[config.mk]
export PLATFORM = sky130hd
export DESIGN_NAME = geo_pixel_writer
export DESIGN_NICKNAME = d
export VERILOG_FILES = /design/src/rtl/geo_pkg.sv /design/src/rtl/geo_sync_fifo.sv /design/src/rtl/geo_pixel_writer.sv
export SDC_FILE = /design/constraint.sdc
export NUM_CORES = 1
export LEC_CHECK = 0
export BUFFER_PORTS_ARGS = -buffer_cell sky130_fd_sc_hd__buf_2
export CAP_MARGIN = 20
export CORE_MARGIN = 5
export CORE_UTILIZATION = 40
export DETAILED_ROUTE_END_ITERATION = 12
export GPL_ROUTABILITY_DRIVEN = 0
export SETUP_SLACK_MARGIN = 0.5
export SLEW_MARGIN = 20
export SYNTH_ARGS = -nofsm -noshare
export SYNTH_HDL_FRONTEND = slang
export SYNTH_SLANG_ARGS = --single-unit
[constraint.sdc]
create_clock -name clk -period 4 [get_ports clk]
set_clock_uncertainty 0.15 [all_clocks]
set_input_delay 0.4 -clock clk [delete_from_list [all_inputs] [get_ports clk]]
set_output_delay 0.4 -clock clk [all_outputs]
set_load 0.1 [all_outputs]
[src/rtl/geo_pkg.sv]
// rtl/geo_pkg.sv - shared widths, write-entry type and clip helper for the geometry pixel path
package geo_pkg;

    localparam int COORD_W    = 12;
    localparam int COLOR_W    = 8;
    localparam int PROD_W     = 24;
    localparam int ADDR_W_MAX = 32;

    typedef struct packed {
        logic [ADDR_W_MAX-1:0] addr;
        logic [COLOR_W-1:0]    color;
    } pix_wr_t;

    // Negative coordinates are rejected first, so the unsigned compare only sees in-range values.
    function automatic logic clip_reject(
        input logic signed [COORD_W-1:0] x,
        input logic signed [COORD_W-1:0] y,
        input logic        [COORD_W-1:0] w,
        input logic        [COORD_W-1:0] h
    );
        return x[COORD_W-1] || y[COORD_W-1] ||
               ($unsigned(x) >= w) || ($unsigned(y) >= h);
    endfunction

endpackage

[src/rtl/geo_sync_fifo.sv]
// rtl/geo_sync_fifo.sv - single-clock FIFO with occupancy count, power-of-two depth
module geo_sync_fifo #(
    parameter int WIDTH = 8,
    parameter int DEPTH = 8
) (
    input  logic                     clk,
    input  logic                     reset_n,
    input  logic                     push,
    input  logic [WIDTH-1:0]         push_data,
    input  logic                     pop,
    output logic [WIDTH-1:0]         pop_data,
    output logic [$clog2(DEPTH):0]   count,
    output logic                     empty,
    output logic                     full
);

    localparam int PTR_W = $clog2(DEPTH);
    localparam int CNT_W = PTR_W + 1;

    logic [WIDTH-1:0] mem_q [DEPTH];
    logic [PTR_W-1:0] wr_ptr_q, wr_ptr_d;
    logic [PTR_W-1:0] rd_ptr_q, rd_ptr_d;
    logic [CNT_W-1:0] count_q, count_d;
    logic             push_ok;
    logic             pop_ok;

    always_comb begin
        pop_ok   = pop && (count_q != '0);
        push_ok  = push && ((count_q != CNT_W'(DEPTH)) || pop_ok);
        wr_ptr_d = push_ok ? wr_ptr_q + 1'b1 : wr_ptr_q;
        rd_ptr_d = pop_ok  ? rd_ptr_q + 1'b1 : rd_ptr_q;
        count_d  = count_q + CNT_W'(push_ok) - CNT_W'(pop_ok);
    end

    always_ff @(posedge clk or negedge reset_n) begin
        if (!reset_n) begin
            wr_ptr_q <= '0;
            rd_ptr_q <= '0;
            count_q  <= '0;
        end else begin
            wr_ptr_q <= wr_ptr_d;
            rd_ptr_q <= rd_ptr_d;
            count_q  <= count_d;
        end
    end

    always_ff @(posedge clk) begin
        if (push_ok) begin
            mem_q[wr_ptr_q] <= push_data;
        end
    end

    assign pop_data = mem_q[rd_ptr_q];
    assign count    = count_q;
    assign empty    = (count_q == '0);
    assign full     = (count_q == CNT_W'(DEPTH));

endmodule

[src/rtl/geo_pixel_writer.sv]
// rtl/geo_pixel_writer.sv - clips generator pixels, forms frame-buffer addresses, queues and issues byte writes
module geo_pixel_writer
    import geo_pkg::*;
#(
    parameter int FIFO_DEPTH = 8,
    parameter int ADDR_W     = 20
) (
    input  logic                      clk,
    input  logic                      reset_n,
    input  logic                      enable,
    input  logic                      pixel_data_rdy,
    input  logic signed [COORD_W-1:0] X_coord,
    input  logic signed [COORD_W-1:0] Y_coord,
    input  logic [COLOR_W-1:0]        color,
    input  logic [COORD_W-1:0]        clip_w,
    input  logic [COORD_W-1:0]        clip_h,
    input  logic [ADDR_W-1:0]         base_addr,
    input  logic [COORD_W-1:0]        stride,
    output logic                      draw_busy,
    output logic                      wr_ena,
    output logic [ADDR_W-1:0]         wr_addr,
    output logic [COLOR_W-1:0]        wr_data,
    input  logic                      wr_ack,
    output logic [15:0]               clipped_cnt,
    output logic                      idle
);

    localparam int CNT_W   = $clog2(FIFO_DEPTH) + 1;
    localparam int OCC_W   = CNT_W + 1;
    localparam int ENTRY_W = ADDR_W + COLOR_W;
    localparam int SUM_W   = (ADDR_W > PROD_W) ? ADDR_W : PROD_W;

    logic                accept;
    logic                reject;
    logic                s1_valid_q, s1_valid_d;
    logic [PROD_W-1:0]   s1_prod_q, s1_prod_d;
    logic [COORD_W-1:0]  s1_x_q, s1_x_d;
    logic [COLOR_W-1:0]  s1_color_q, s1_color_d;
    logic                s2_valid_q, s2_valid_d;
    logic [ADDR_W-1:0]   s2_addr_q, s2_addr_d;
    logic [COLOR_W-1:0]  s2_color_q, s2_color_d;
    logic [SUM_W-1:0]    addr_sum;
    logic                wr_ena_q, wr_ena_d;
    logic [ADDR_W-1:0]   wr_addr_q, wr_addr_d;
    logic [COLOR_W-1:0]  wr_data_q, wr_data_d;
    logic                draw_busy_q, draw_busy_d;
    logic [15:0]         clipped_cnt_q, clipped_cnt_d;
    logic                fifo_push;
    logic                fifo_pop;
    logic [ENTRY_W-1:0]  fifo_head;
    logic [CNT_W-1:0]    fifo_count;
    logic                fifo_empty;
    logic                fifo_full;
    logic [OCC_W-1:0]    count_next;
    logic [OCC_W-1:0]    occ_next;

    always_comb begin
        accept        = pixel_data_rdy && !draw_busy_q;
        reject        = clip_reject(X_coord, Y_coord, clip_w, clip_h);
        s1_valid_d    = accept && !reject;
        s1_prod_d     = s1_prod_q;
        s1_x_d        = s1_x_q;
        s1_color_d    = s1_color_q;
        clipped_cnt_d = clipped_cnt_q;
        if (s1_valid_d) begin
            s1_prod_d  = {{(PROD_W-COORD_W){1'b0}}, Y_coord} * {{(PROD_W-COORD_W){1'b0}}, stride};
            s1_x_d     = X_coord;
            s1_color_d = color;
        end
        if (accept && reject && (clipped_cnt_q != 16'hFFFF)) begin
            clipped_cnt_d = clipped_cnt_q + 16'd1;
        end
    end

    // Address sum is formed wide enough for the product and wraps to the bus width.
    always_comb begin
        addr_sum   = SUM_W'(base_addr) + SUM_W'(s1_prod_q) + SUM_W'(s1_x_q);
        s2_valid_d = s1_valid_q;
        s2_addr_d  = s2_addr_q;
        s2_color_d = s2_color_q;
        if (s1_valid_q) begin
            s2_addr_d  = addr_sum[ADDR_W-1:0];
            s2_color_d = s1_color_q;
        end
    end

    always_comb begin
        fifo_pop  = !fifo_empty && (!wr_ena_q || wr_ack);
        fifo_push = s2_valid_q && (!fifo_full || fifo_pop);
        wr_ena_d  = wr_ena_q;
        wr_addr_d = wr_addr_q;
        wr_data_d = wr_data_q;
        if (fifo_pop) begin
            wr_ena_d  = 1'b1;
            wr_addr_d = fifo_head[ENTRY_W-1:COLOR_W];
            wr_data_d = fifo_head[COLOR_W-1:0];
        end else if (wr_ack) begin
            wr_ena_d  = 1'b0;
        end
    end

    // Pipeline slots are counted as occupied so the FIFO can never be overrun.
    always_comb begin
        count_next  = OCC_W'(fifo_count) + OCC_W'(fifo_push) - OCC_W'(fifo_pop);
        occ_next    = count_next + OCC_W'(s1_valid_d) + OCC_W'(s2_valid_d);
        draw_busy_d = (occ_next >= OCC_W'(FIFO_DEPTH)) || !enable;
    end

    always_ff @(posedge clk or negedge reset_n) begin
        if (!reset_n) begin
            s1_valid_q    <= 1'b0;
            s1_prod_q     <= '0;
            s1_x_q        <= '0;
            s1_color_q    <= '0;
            s2_valid_q    <= 1'b0;
            s2_addr_q     <= '0;
            s2_color_q    <= '0;
            wr_ena_q      <= 1'b0;
            wr_addr_q     <= '0;
            wr_data_q     <= '0;
            draw_busy_q   <= 1'b0;
            clipped_cnt_q <= '0;
        end else begin
            s1_valid_q    <= s1_valid_d;
            s1_prod_q     <= s1_prod_d;
            s1_x_q        <= s1_x_d;
            s1_color_q    <= s1_color_d;
            s2_valid_q    <= s2_valid_d;
            s2_addr_q     <= s2_addr_d;
            s2_color_q    <= s2_color_d;
            wr_ena_q      <= wr_ena_d;
            wr_addr_q     <= wr_addr_d;
            wr_data_q     <= wr_data_d;
            draw_busy_q   <= draw_busy_d;
            clipped_cnt_q <= clipped_cnt_d;
        end
    end

    geo_sync_fifo #(
        .WIDTH (ENTRY_W),
        .DEPTH (FIFO_DEPTH)
    ) u_fifo (
        .clk       (clk),
        .reset_n   (reset_n),
        .push      (fifo_push),
        .push_data ({s2_addr_q, s2_color_q}),
        .pop       (fifo_pop),
        .pop_data  (fifo_head),
        .count     (fifo_count),
        .empty     (fifo_empty),
        .full      (fifo_full)
    );

    assign draw_busy   = draw_busy_q;
    assign wr_ena      = wr_ena_q;
    assign wr_addr     = wr_addr_q;
    assign wr_data     = wr_data_q;
    assign clipped_cnt = clipped_cnt_q;
    assign idle        = fifo_empty && !s1_valid_q && !s2_valid_q && !wr_ena_q;

endmodule
==> run metrics <==
Initial Util=40.19%; via count=11,860; Switching Share=39.36%; Setup WS pre-CTS=-1.089 ns; ranking of synthesized cells by area=edfxtp_1 34%, dfrtp_1 16%, fa_1 11%; Die ar.=53,290 um2; root buffer cell=clkbuf_16; Syn Nets=1,784; Final Hold Vio Count=0; NetSw=7.111 mW; HP Class=in -> reg; Seq/Total Area, Yosys=50.63%; Die Y=between 200 and 250 um; Ports=140; layout cell share with drive strength beyond 1=31.03%; Port Buffers=139; antenna viol nets, final=0; crit path launch type=input port; Layout Nets=2,046; R2R setup slack=about 0.66 ns; worst setup path class=in -> reg; max_cap viols=0; Post-synth EDFFs=224; Post-Syn Instances=1,471; CTS tree=yes; most frequent cells in the layout=224 x edfxtp_1, 164 x inv_1, 124 x dfrtp_1; Clk network pwr share=19.7%; Sequential Power Share=28.9%; Core Area=between 40,000 and 50,000 um2; largest net degree at the start of global routing=82; worst endpoint required time=4.24 ns; DR WL/cell=between 15 and 20 um; Yosys Warn Count=0; Clock Latency Late Sink=~0.53 ns; Combinational Power Share=51.4%; Via density=4.966; Pins Over Slew Limit=0; Rows=81; Post-Syn Area=19,510 um2; clock sink count=350; Worst Path Max Fanout=5; cts bufs inserted=38; CTS H-tree depth=2; Longest Clk Path Bufs=3; Reg area=9884 um2; cell taking the most area after synthesis=edfxtp_1; initial antenna violation count=8; RSZ-0062 raised after global routing=true; worst slew pin tran=0.9004 ns; die width=230.9 um; Multi-input gate area=9251 um2; status=finished with violations; vias in the first global route=around 13,000; Post-DP Area=21,830 um2; most common cell after layout, fill and taps aside=edfxtp_1; Primary FF master, synth=edfxtp_1; final worst path period share=111.4%; total gr overflow=0; Tmin final=4.457 ns; post-detail-place hpwl=31.09 mm; WL final=about 43 mm; Yosys reg bits=350; CTS clk-pin slew, worst paths=0.06 ns; pwr dens=approximately 760 nW/um2; Syn Area/Cell=13.26 um2; Max-slew headroom=about two fifths; fill cell count=~4,200; # DRC=0; Core Util, Final=49.23%; Netlist cell types=67; Pleak=between 10 and 15 nW; post-synth top area share=34.47%; max frequency=224.4 MHz; Design Area, Final=approximately 24,000 um2; Final Power=18.06 mW; 1st-iter DRT viols=495; post-route setup slack=-0.4571 ns; first-pass GRT wire length=68.69 mm; violations in the final reports=negative setup slack; Int Power=roughly 11 mW; Final setup viols=7; critical path endpoint category=register; Worst EP arrival=4.70 ns; DR pass1 iterations=5; VDD IR max=0.4684 mV; Area Overhead vs Synth=22.49%; ys async rst share=36.00%; total track usage=16.22%
-- through the flow --
stage,cells,hold WS [ns],setup TNS [ns]
after CTS,2376,0.002978,-2.646
final,2387,0.03600,-2.443
after global routing,2385,0.04408,-3.742
after floorplan,1471,-0.04559,-5.500
after detailed placement,2283,0.3251,-9.635
after global placement,2283,0.3167,-9.063
-- layer usage --
layer  global-route usage (%)  vias up  share of wire (%)
li1                         -     5621                  -
met4                    5.182        8                3.0
met3                    3.333       76                4.9
met2                    27.59      217                 49
met5                        0        -               0.11
met1                    21.00     5933                 43
-- final timing paths --
check / start / to / depth (start not counted)
setup / recovery: Y_coord[1] / s1_prod_q[15]$_DFFE_PN0P_ / 20
hold / removal: X_coord[2] / s1_x_q[2]$_DFFE_PN0P_ / 2
setup reg to reg: s1_prod_q[1]$_DFFE_PN0P_ / s2_addr_q[17]$_DFFE_PN0P_ / 12
hold reg to reg: s1_prod_q[16]$_DFFE_PN0P_ / s1_prod_q[16]$_DFFE_PN0P_ / 2
max in group asynchronous: reset_n / s1_x_q[10]$_DFFE_PN0P_ / 3
min in group asynchronous: reset_n / wr_addr[10]$_DFFE_PN0P_ / 2
-- cell usage after synthesis (all sizes together), types with 39 or more instances --
| library cell | n |
|---|---|
| a21oi | 53 |
| and2 | 53 |
| clkbuf | 39 |
| dfrtp | 126 |
| edfxtp | 224 |
| fa | 111 |
| ha | 109 |
| inv | 183 |
| mux2 | 48 |
| mux4 | 56 |
| nand2 | 139 |
| nor2 | 58 |
-- power groups by stage --
stage                     combinational, mW  sequential [mW]  clock, mW
after global routing                   10.3             5.32       3.82
final                                  9.28             5.21       3.57
after detailed placement               8.49             5.30          0
after CTS                              8.84             5.23       3.68
after global placement                 8.38             5.26          0
after floorplan                        5.38             6.11          0
-- cell families (layout without fill, tap and decap cells) --
family,count (synthesis),count (layout),synth area share (%)
other cells,0,2,0
fa+ha+maj,220,220,18.38
simple gates,331,331,8.061
mux,133,133,10.82
buf+inv,239,531,4.733
flops,350,350,50.63
compound gates,139,139,4.726
xor+xnor,59,59,2.648
-- area by class of cell --
class                   count  area share [%]
clock buffers              48           4.529
clock inverters            22          0.8691
flip-flops and latches    350           41.36
well taps                 622           3.256
repair buffers            277           8.366
diodes                      2         0.02094
multi-input cells         882           38.71
inverters                 184           2.890
-- worst max-delay path, cell delays in order --
cell,delay [ns]
buf_8,0.10
and2_4,0.15
fa_1,0.56
inv_2,0.05
fa_1,0.55
inv_2,0.04
fa_1,0.47
inv_1,0.05
fa_1,0.50
inv_2,0.04
fa_1,0.49
ha_4,0.32
nand3_4,0.07
o31ai_4,0.24
o41ai_2,0.08
buf_4,0.15
buf_4,0.12
buf_6,0.11
xnor2_2,0.13
o21ai_1,0.07
-- what timing repair did --
item,4_1_cts,5_1_grt
endpoints found under the setup margin,14,16
pin swaps,22,48
resized for setup,53,82
hold buffers,17,0
setup buffers,6,9
endpoints found under the hold margin,95,0
-- sequential cells by signal, indices dropped and copies added, names as in the netlist --
signal,count
u_fifo.count,4
s2_color_q,8
u_fifo.mem_q,224
s1_prod_q,20
s1_x_q,12
s1_valid_q,1
u_fifo.wr_ptr_q,3
s2_addr_q,20
wr_ena,1
s2_valid_q,1
draw_busy,1
s1_color_q,8
wr_addr,20
wr_data,8
clipped_cnt,16
u_fifo.rd_ptr_q,3
(Power assumes the default switching activity.)
